===== config.mk =====
export PLATFORM = sky130hd
export DESIGN_NAME = uart_tx_scheduler
export DESIGN_NICKNAME = d
export VERILOG_FILES = /design/src/rtl/uart_tx_scheduler.sv
export SDC_FILE = /design/constraint.sdc
export NUM_CORES = 1
export LEC_CHECK = 0
export CAP_MARGIN = 10
export CORE_MARGIN = 1
export CORE_UTILIZATION = 41
export CTS_CLUSTER_SIZE = 20
export DETAILED_ROUTE_END_ITERATION = 8
export GPL_ROUTABILITY_DRIVEN = 0
export GPL_TIMING_DRIVEN = 0
export PLACE_DENSITY = 0.76
export SYNTH_ARGS = -nofsm -noshare
export SYNTH_HDL_FRONTEND = slang
export SYNTH_SLANG_ARGS = --single-unit

===== constraint.sdc =====
create_clock -name clk -period 2.25 [get_ports clk]
set_clock_uncertainty 0.2 [all_clocks]
set_input_delay 0.45 -clock clk [delete_from_list [all_inputs] [get_ports clk]]
set_output_delay 0.45 -clock clk [all_outputs]
set_load 0.02 [all_outputs]

===== src/rtl/uart_tx_scheduler.sv =====
// Round-robin arbiter and byte sequencer that shares one uart_transmitter
// between N_REQ packet sources. One requester holds the grant until its byte
// flagged last has been sent. Each byte is fetched (acked), written with a
// one-cycle tx_wr pulse, and paced on tx_busy. The transmitter start is
// supervised by a timeout, and GAP_CYCLES idle cycles follow every byte.
//
// Ports:
//   clk, reset   system clock, asynchronous active-high reset
//   sched_en     scheduler enable; low aborts to IDLE on the next edge
//   req          per-requester byte valid / packet pending
//   req_data     byte of requester i at [8i+7:8i]
//   req_last     presented byte is the last of its packet
//   grant        one-hot owner of the transmitter
//   ack          one-cycle pulse: granted requester's byte captured
//   tx_data      byte to transmitter, held stable
//   tx_wr        one-cycle write strobe to transmitter
//   tx_en        transmitter enable, sched_en delayed by one cycle
//   tx_busy      transmitter busy
//   sched_busy   high whenever the scheduler is not idle
//   timeout_err  one-cycle pulse when the transmitter failed to start
//
// Per byte: FETCH (ack, tx_data load) -> WRITE (tx_wr high) -> WAIT_START
// -> WAIT_DONE -> GAP. timeout_err rises START_TIMEOUT cycles after the edge
// that leaves WRITE. The next tx_wr of a packet follows GAP_CYCLES + 2 cycles
// after the first tx_busy-low cycle (WAIT_DONE detect, GAP, FETCH).
module uart_tx_scheduler #(
    parameter int unsigned N_REQ         = 4,
    parameter int unsigned GAP_CYCLES    = 2,
    parameter int unsigned START_TIMEOUT = 16
) (
    input  logic                 clk,
    input  logic                 reset,
    input  logic                 sched_en,
    input  logic [N_REQ-1:0]     req,
    input  logic [8*N_REQ-1:0]   req_data,
    input  logic [N_REQ-1:0]     req_last,
    output logic [N_REQ-1:0]     grant,
    output logic [N_REQ-1:0]     ack,
    output logic [7:0]           tx_data,
    output logic                 tx_wr,
    output logic                 tx_en,
    input  logic                 tx_busy,
    output logic                 sched_busy,
    output logic                 timeout_err
);

    localparam int unsigned PW       = (N_REQ > 1) ? $clog2(N_REQ) : 1;
    localparam int unsigned TO_LAST  = (START_TIMEOUT > 0) ? START_TIMEOUT - 1 : 0;
    localparam int unsigned GAP_LAST = (GAP_CYCLES > 0) ? GAP_CYCLES - 1 : 0;
    localparam int unsigned CNT_MAX  = (TO_LAST > GAP_LAST) ? TO_LAST : GAP_LAST;
    localparam int unsigned CW       = $clog2(CNT_MAX + 2);

    typedef enum logic [2:0] {
        S_IDLE,
        S_ARB,
        S_FETCH,
        S_WRITE,
        S_WAIT_START,
        S_WAIT_DONE,
        S_GAP
    } state_t;

    state_t          state, state_d;
    logic [PW-1:0]   ptr, ptr_d;
    logic [PW-1:0]   winner, winner_d;
    logic            last_q, last_d;
    logic [CW-1:0]   cnt, cnt_d;
    logic [N_REQ-1:0] grant_d, ack_d;
    logic [7:0]      tx_data_d;
    logic            tx_wr_d, timeout_err_d, sched_busy_d;
    logic [PW-1:0]   pick, nxt;

    // First set request at or above the pointer, wrapping to 0.
    function automatic logic [PW-1:0] rr_pick(input logic [N_REQ-1:0] r,
                                              input logic [PW-1:0]    p);
        logic [PW-1:0] w;
        logic          found;
        int unsigned   j;
        w     = p;
        found = 1'b0;
        for (int unsigned i = 0; i < N_REQ; i++) begin
            j = 32'(p) + i;
            if (j >= N_REQ) j = j - N_REQ;
            if (!found && r[PW'(j)]) begin
                w     = PW'(j);
                found = 1'b1;
            end
        end
        return w;
    endfunction

    assign pick = rr_pick(req, ptr);
    assign nxt  = (winner == PW'(N_REQ - 1)) ? '0 : winner + PW'(1);

    // State and output registers.
    always_ff @(posedge clk or posedge reset) begin
        if (reset) begin
            state       <= S_IDLE;
            ptr         <= '0;
            winner      <= '0;
            last_q      <= 1'b0;
            cnt         <= '0;
            grant       <= '0;
            ack         <= '0;
            tx_data     <= 8'hFF;
            tx_wr       <= 1'b0;
            tx_en       <= 1'b0;
            sched_busy  <= 1'b0;
            timeout_err <= 1'b0;
        end else begin
            state       <= state_d;
            ptr         <= ptr_d;
            winner      <= winner_d;
            last_q      <= last_d;
            cnt         <= cnt_d;
            grant       <= grant_d;
            ack         <= ack_d;
            tx_data     <= tx_data_d;
            tx_wr       <= tx_wr_d;
            tx_en       <= sched_en;
            sched_busy  <= sched_busy_d;
            timeout_err <= timeout_err_d;
        end
    end

    // Next-state and next-output logic.
    always_comb begin
        state_d       = state;
        ptr_d         = ptr;
        winner_d      = winner;
        last_d        = last_q;
        cnt_d         = cnt;
        grant_d       = grant;
        ack_d         = '0;
        tx_data_d     = tx_data;
        tx_wr_d       = 1'b0;
        timeout_err_d = 1'b0;

        if (!sched_en) begin
            // Abort: pointer kept, in-flight byte is not re-acked.
            state_d = S_IDLE;
            grant_d = '0;
        end else begin
            case (state)
                S_IDLE: begin
                    if (|req) state_d = S_ARB;
                end
                S_ARB: begin
                    if (|req) begin
                        winner_d       = pick;
                        grant_d        = '0;
                        grant_d[pick]  = 1'b1;
                        state_d        = S_FETCH;
                    end else begin
                        state_d = S_IDLE;
                    end
                end
                S_FETCH: begin
                    if (req[winner]) begin
                        tx_data_d      = req_data[{winner, 3'b000} +: 8];
                        last_d         = req_last[winner];
                        ack_d[winner]  = 1'b1;
                        tx_wr_d        = 1'b1;
                        state_d        = S_WRITE;
                    end else begin
                        // Requester withdrew mid-packet.
                        grant_d = '0;
                        ptr_d   = nxt;
                        state_d = S_IDLE;
                    end
                end
                S_WRITE: begin
                    cnt_d   = '0;
                    state_d = S_WAIT_START;
                end
                S_WAIT_START: begin
                    if (tx_busy) begin
                        state_d = S_WAIT_DONE;
                    end else if (cnt == CW'(TO_LAST)) begin
                        timeout_err_d = 1'b1;
                        grant_d       = '0;
                        ptr_d         = nxt;
                        state_d       = S_IDLE;
                    end else begin
                        cnt_d = cnt + CW'(1);
                    end
                end
                S_WAIT_DONE: begin
                    if (!tx_busy) begin
                        cnt_d   = '0;
                        state_d = S_GAP;
                    end
                end
                S_GAP: begin
                    // Zero gap still spends one cycle here.
                    if (GAP_CYCLES == 0 || cnt == CW'(GAP_LAST)) begin
                        if (!last_q) begin
                            state_d = S_FETCH;
                        end else begin
                            grant_d = '0;
                            ptr_d   = nxt;
                            state_d = (|req) ? S_ARB : S_IDLE;
                        end
                    end else begin
                        cnt_d = cnt + CW'(1);
                    end
                end
                default: state_d = S_IDLE;
            endcase
        end

        sched_busy_d = (state_d != S_IDLE);
    end

endmodule

Word-level counts from Yosys, hierarchy flattened --
Cells that the tools add are included.
Word-level totals: output and inout bits 20, register bits after elaboration 33, input port bits 44
Operators by class: eq/ne operators 24, reductions and logical operators 18, shift-type cells 1, order comparisons 12, $add $sub $neg 9, multiplexer cells 68
Operators by type and width (number):
- 2-to-1 mux 4 bit | 10
- 2-to-1 mux 2 bit | 17
- variable part select 32 x 6 -> 8 bit | 1
- case mux 3 bit (7 select lines) | 1
- 2-to-1 mux 5 bit | 4
- case mux 5 bit (4 select lines) | 1
- 2-to-1 mux 1 bit | 19
- < comparator 2 x 3 -> 1 bit, second input constant | 6
- 2-to-1 mux 3 bit | 6
- inequality test 3 bit, second input constant | 6
- inequality test 2 bit, second input constant | 8
- case mux 4 bit (4 select lines) | 1
- AND reduction 7 bit | 2
- binary-select mux 1 bit (select 2 bit) | 6
- equality test 3 bit, second input constant | 3
- >= comparator 3 bit, second input constant | 3
- subtractor 2 x 1 -> 2 bit, second input constant | 4
- adder 2 x 2 -> 3 bit, second input constant | 2
- equality test 3 x 2 -> 1 bit, second input constant | 2
- case mux 2 bit (3 select lines) | 1
- AND reduction 3 bit | 2
- AND reduction 6 bit | 1
- nonzero test 3 bit | 2
- adder 5 x 1 -> 5 bit, second input constant | 1
- 15 further kinds | 23

Longest topological paths before layout --
depth in word-level cells 21, mapped depth 7, gate-level depth less buffers 7

Least setup slack after synthesis --
Ideal clock, no wire load.
path kind register to register, from register winner[0], to register ptr[0], stages on the path, launching flop included 6, path buffers 1, data arrival time 2.077 ns, data required time 1.925 ns, path slack -0.152 ns, path through dfrtp_1 mux4_2 and3b_1 buf_6 or4_4 mux2_4
On the way: cells in the longest elaborated chain, start to end 5, elaborated cells on any way between the ends 13
RTL lines:
- start, declared | line 65 | logic [PW-1:0] winner, winner_d;
- start signal, assigned | line 113 | winner <= winner_d;
- adder 2 x 1 -> 2 bit or equality test 2 bit (tied branches) | line 93 | assign nxt = (winner == PW'(N_REQ - 1)) ? '0 : winner + PW'(1);
- 2-to-1 mux 2 bit | line 93
- 2-to-1 mux 2 bit, on equally long branches | line 197, 179
- 2-to-1 mux 2 bit, on equally long branches | line 196, 177
- case mux 2 bit (3 select lines) | line 144 | case (state)
- end signal, assigned | line 112 | ptr <= ptr_d;
- end, declared | line 64 | logic [PW-1:0] ptr, ptr_d;
Several ways; a longest one is shown, not always the timed one. The select of a mux whose other input is x is not followed. A chain may end at the register's enable or synchronous reset.

Worst setup path after layout --
Same ends and word-level chain as after synthesis.

==> results by group <==
Global routing
  – Global-route wire length before repair: 7710 microns
  – Vias in the first global route: 1579
  – GRT met2 Usage: 0.319
  – Met1 usage: 0.259
  – Busiest grt layer: met2
  – Met3 global-route usage: 0.0456
  – GRT overflow: 0
  – Antenna violations before repair: 0
  – Pin count of the biggest net entering global routing: 26
  – GRT Overall Usage: 0.200

Synth
  – Flops & latches, synth: 33
  – Asr flop ratio synth: 1.00
  – Top_reg_cell synth: dfrtp_1
  – Synthesized area per cell: 11.6 sq um
  – Netlist cell types: 47
  – Syn Inst Count: 167
  – Synth warn: 0
  – Cell area after synthesis: 0.00193 sq mm
  – Largest area contributor in the netlist: dfrtp_1
  – Ranking of synthesized cells by area: dfrtp_1 (32%), dfstp_2 (11%), mux4_2 (9.3%)
  – Seq/Total Area, Yosys: 0.432
  – Syn_nets: 218
  – Post-synth EDFFs: 0
  – Yosys top cell area share: 0.324

Timing
  – RSZ-0062 raised after global routing: yes
  – Fmax: 426 MHz
  – Hold Slack: 0.257 ns
  – Max-slew violations: 0
  – Rel. slew slack: 0.612
  – Final Hold Fails: 0
  – Worst Max-Slew Pin Slew: 0.583 ns
  – Setup TNS: -0.185 ns
  – Fin crit share: 1.04
  – Final worst-path setup slack: -0.0968 ns
  – Setup violators final: 2
  – Clock period minus worst slack: 2.35 ns

Clock network
  – H-tree levels: 2
  – TritonCTS Sinks: 33
  – Clk root buf: clkbuf_8
  – Clock Tree Buf Depth: 2
  – Num CTS Buffers: 5
  – Clock Pin Slew Worst Setup and Hold Paths: 0.07 ns
  – Clk_lat worst skew: 0.29 ns
  – TritonCTS clock tree: built

Route
  – DR iter-0 viols: 91
  – Routed Antenna Nets: 0
  – Routed length per instance: 15.9 microns
  – Initial DRT Pass Iterations: 6
  – DRT Wirelength: 4760 microns
  – Remaining DRCs: 12
  – Via/cell ratio: 5.46
  – Vias: 1639

Placed design
  – Placed Cells: 283
  – Port Buf Inserts: 63
  – Place WS: -0.626 ns
  – Hpwl dp: 3460 microns

Power
  – P_leak: 1.20 nW
  – VDD IR max: 0.000349 V
  – Pwr/cell area: 900 mW/mm^2

Setup path
  – Max stage delay cell, worst path: or4_4
  – Crit path cell chain: mux4_2 -> and3b_1 -> buf_6 -> or4_4 -> mux2_4
  – R2R Path End: ptr[0]
  – CP endpoint kind: register
  – Worst Reg2Reg Path Length in Cells: 5
  – Critical path type: reg -> reg
  – Setup crit start kind: register
  – Worst path required time: 2.22 ns
  – Critical Path Fanout Max: 8
  – FF-to-FF Start: winner[0]
  – Internal reg-to-reg setup slack: -0.1 ns
  – Delay of the slowest critical-path stage: 0.51 ns
  – CP Data Arrival Time: 2.32 ns

Finish
  – Layout cells sized above 1: 0.234
  – Core Util, Final: 0.655
  – Ant diodes: 0
  – Area added between synthesis and finish: 50.6%
  – Finished Layout Cells: 300
  – Final Net Count: 298

Floorplan
  – Initial Util: 0.435
  – Floorplan row count: 24
  – Ports: 64
  – Die ar.: 0.00499 sq mm
  – Die width: 70.7 microns
  – CORE AREA: 0.00444 sq mm
  – Die Span Y: 70.7 microns

Min path
  – HP Class: in -> async

Run status
  – Status: finished with violations
  – Failing checks: DRC, setup timing

Job
  – # Max-Cap Violations: 0
through the flow:
stage / power [mW] / instance area [sq um]
floorplan: 1.67 / 1950
global placement: 2.08 / 2640
detailed placement: 2.11 / 2670
CTS: 2.61 / 2850
global route: 2.78 / 2910
finish: 2.62 / 2910
cell usage after synthesis (4+ instances only):
| cell | count |
|---|---|
| ha_1 | 7 |
| inv_1 | 8 |
| mux2_1 | 11 |
| and3_1 | 5 |
| mux4_2 | 8 |
| dfrtp_1 | 25 |
| nor2b_1 | 5 |
| nor3b_1 | 5 |
| dfstp_2 | 8 |
| nand2_1 | 9 |
| a21oi_1 | 9 |
| o21ai_1 | 4 |
| nor2_1 | 7 |
| clkbuf_1 | 4 |
where the power goes:
part	leakage (nW)	switching, mW	internal, mW
Combinational	0.737	0.584	0.671
Clock	0.0450	0.218	0.214
Sequential	0.415	0.131	0.801
critical path, delay by kind of cell, from the launching register on:
kind                   cells  cell delay, ns
buffers and inverters      1            0.13
DFF                        1            0.40
muxes                      2            0.80
and+or+nand+nor            2            0.70
how the worst max path moves through the flow:
stage	cells past startpoint	end	slack (ns)	start
floorplan	7	ptr[0]	-0.005	cnt[0]
global placement	6	ptr[1]	-0.60	req[0]
detailed placement	6	ptr[1]	-0.63	req[0]
CTS	5	ptr[0]	-0.09	winner[0]
global route	5	ptr[1]	-0.14	winner[0]
finish	5	ptr[0]	-0.1	winner[0]
logic make-up after synthesis:
family | share of synthesized area
flops | 0.432
simple gates | 0.145
compound gates | 0.140
buf+inv | 0.0375
fa+ha+maj | 0.0453
mux | 0.200
flip-flops by register name, summed over array words and instances, names as in the netlist:
| register | count |
|---|---|
| grant | 4 |
| tx_data | 8 |
| sched_busy | 1 |
| winner | 2 |
| tx_en | 1 |
| state | 3 |
| tx_wr | 1 |
| last_q | 1 |
| cnt | 5 |
| ack | 4 |
| timeout_err | 1 |
| ptr | 2 |
layout by cell type (no fill, tap or decap), types with 4 or more instances in the layout:
master / instances
a21oi_1: 9
ha_1: 5
inv_1: 8
dfrtp_1: 24
and3_1: 4
mux2_4: 4
buf_4: 10
nand2_1: 9
mux4_2: 8
clkbuf_8: 5
nor2_1: 7
clkbuf_1: 5
dfstp_2: 8
mux2_1: 9
nor2b_1: 5
clkdlybuf4s50_1: 59
layer usage:
| layer | up-vias | part of all wire |
|---|---|---|
| li1 | 794 | - |
| met1 | 791 | 0.45 |
| met2 | 43 | 0.47 |
| met3 | 11 | 0.053 |
| met4 | 0 | 0.026 |
| met5 | - | 0 |
layout make-up:
cell class,instances,area (sq um)
well taps,52,65.1
plain buffers,7,37.5
multi-input cells,117,1110
inverters,9,33.8
clock inverters,2,10.0
repair buffers,74,741
fillers,349,1530
flip-flops and latches,33,837
clock buffers,6,72.6
timing repair:
item                                   CTS  global route
setup buffers                            8             2
resized for setup                       19             9
hold buffers                             0             0
pin swaps                                3             3
setup endpoints to repair               18            10
endpoints found under the hold margin    0             0
(Power assumes the default switching activity.)
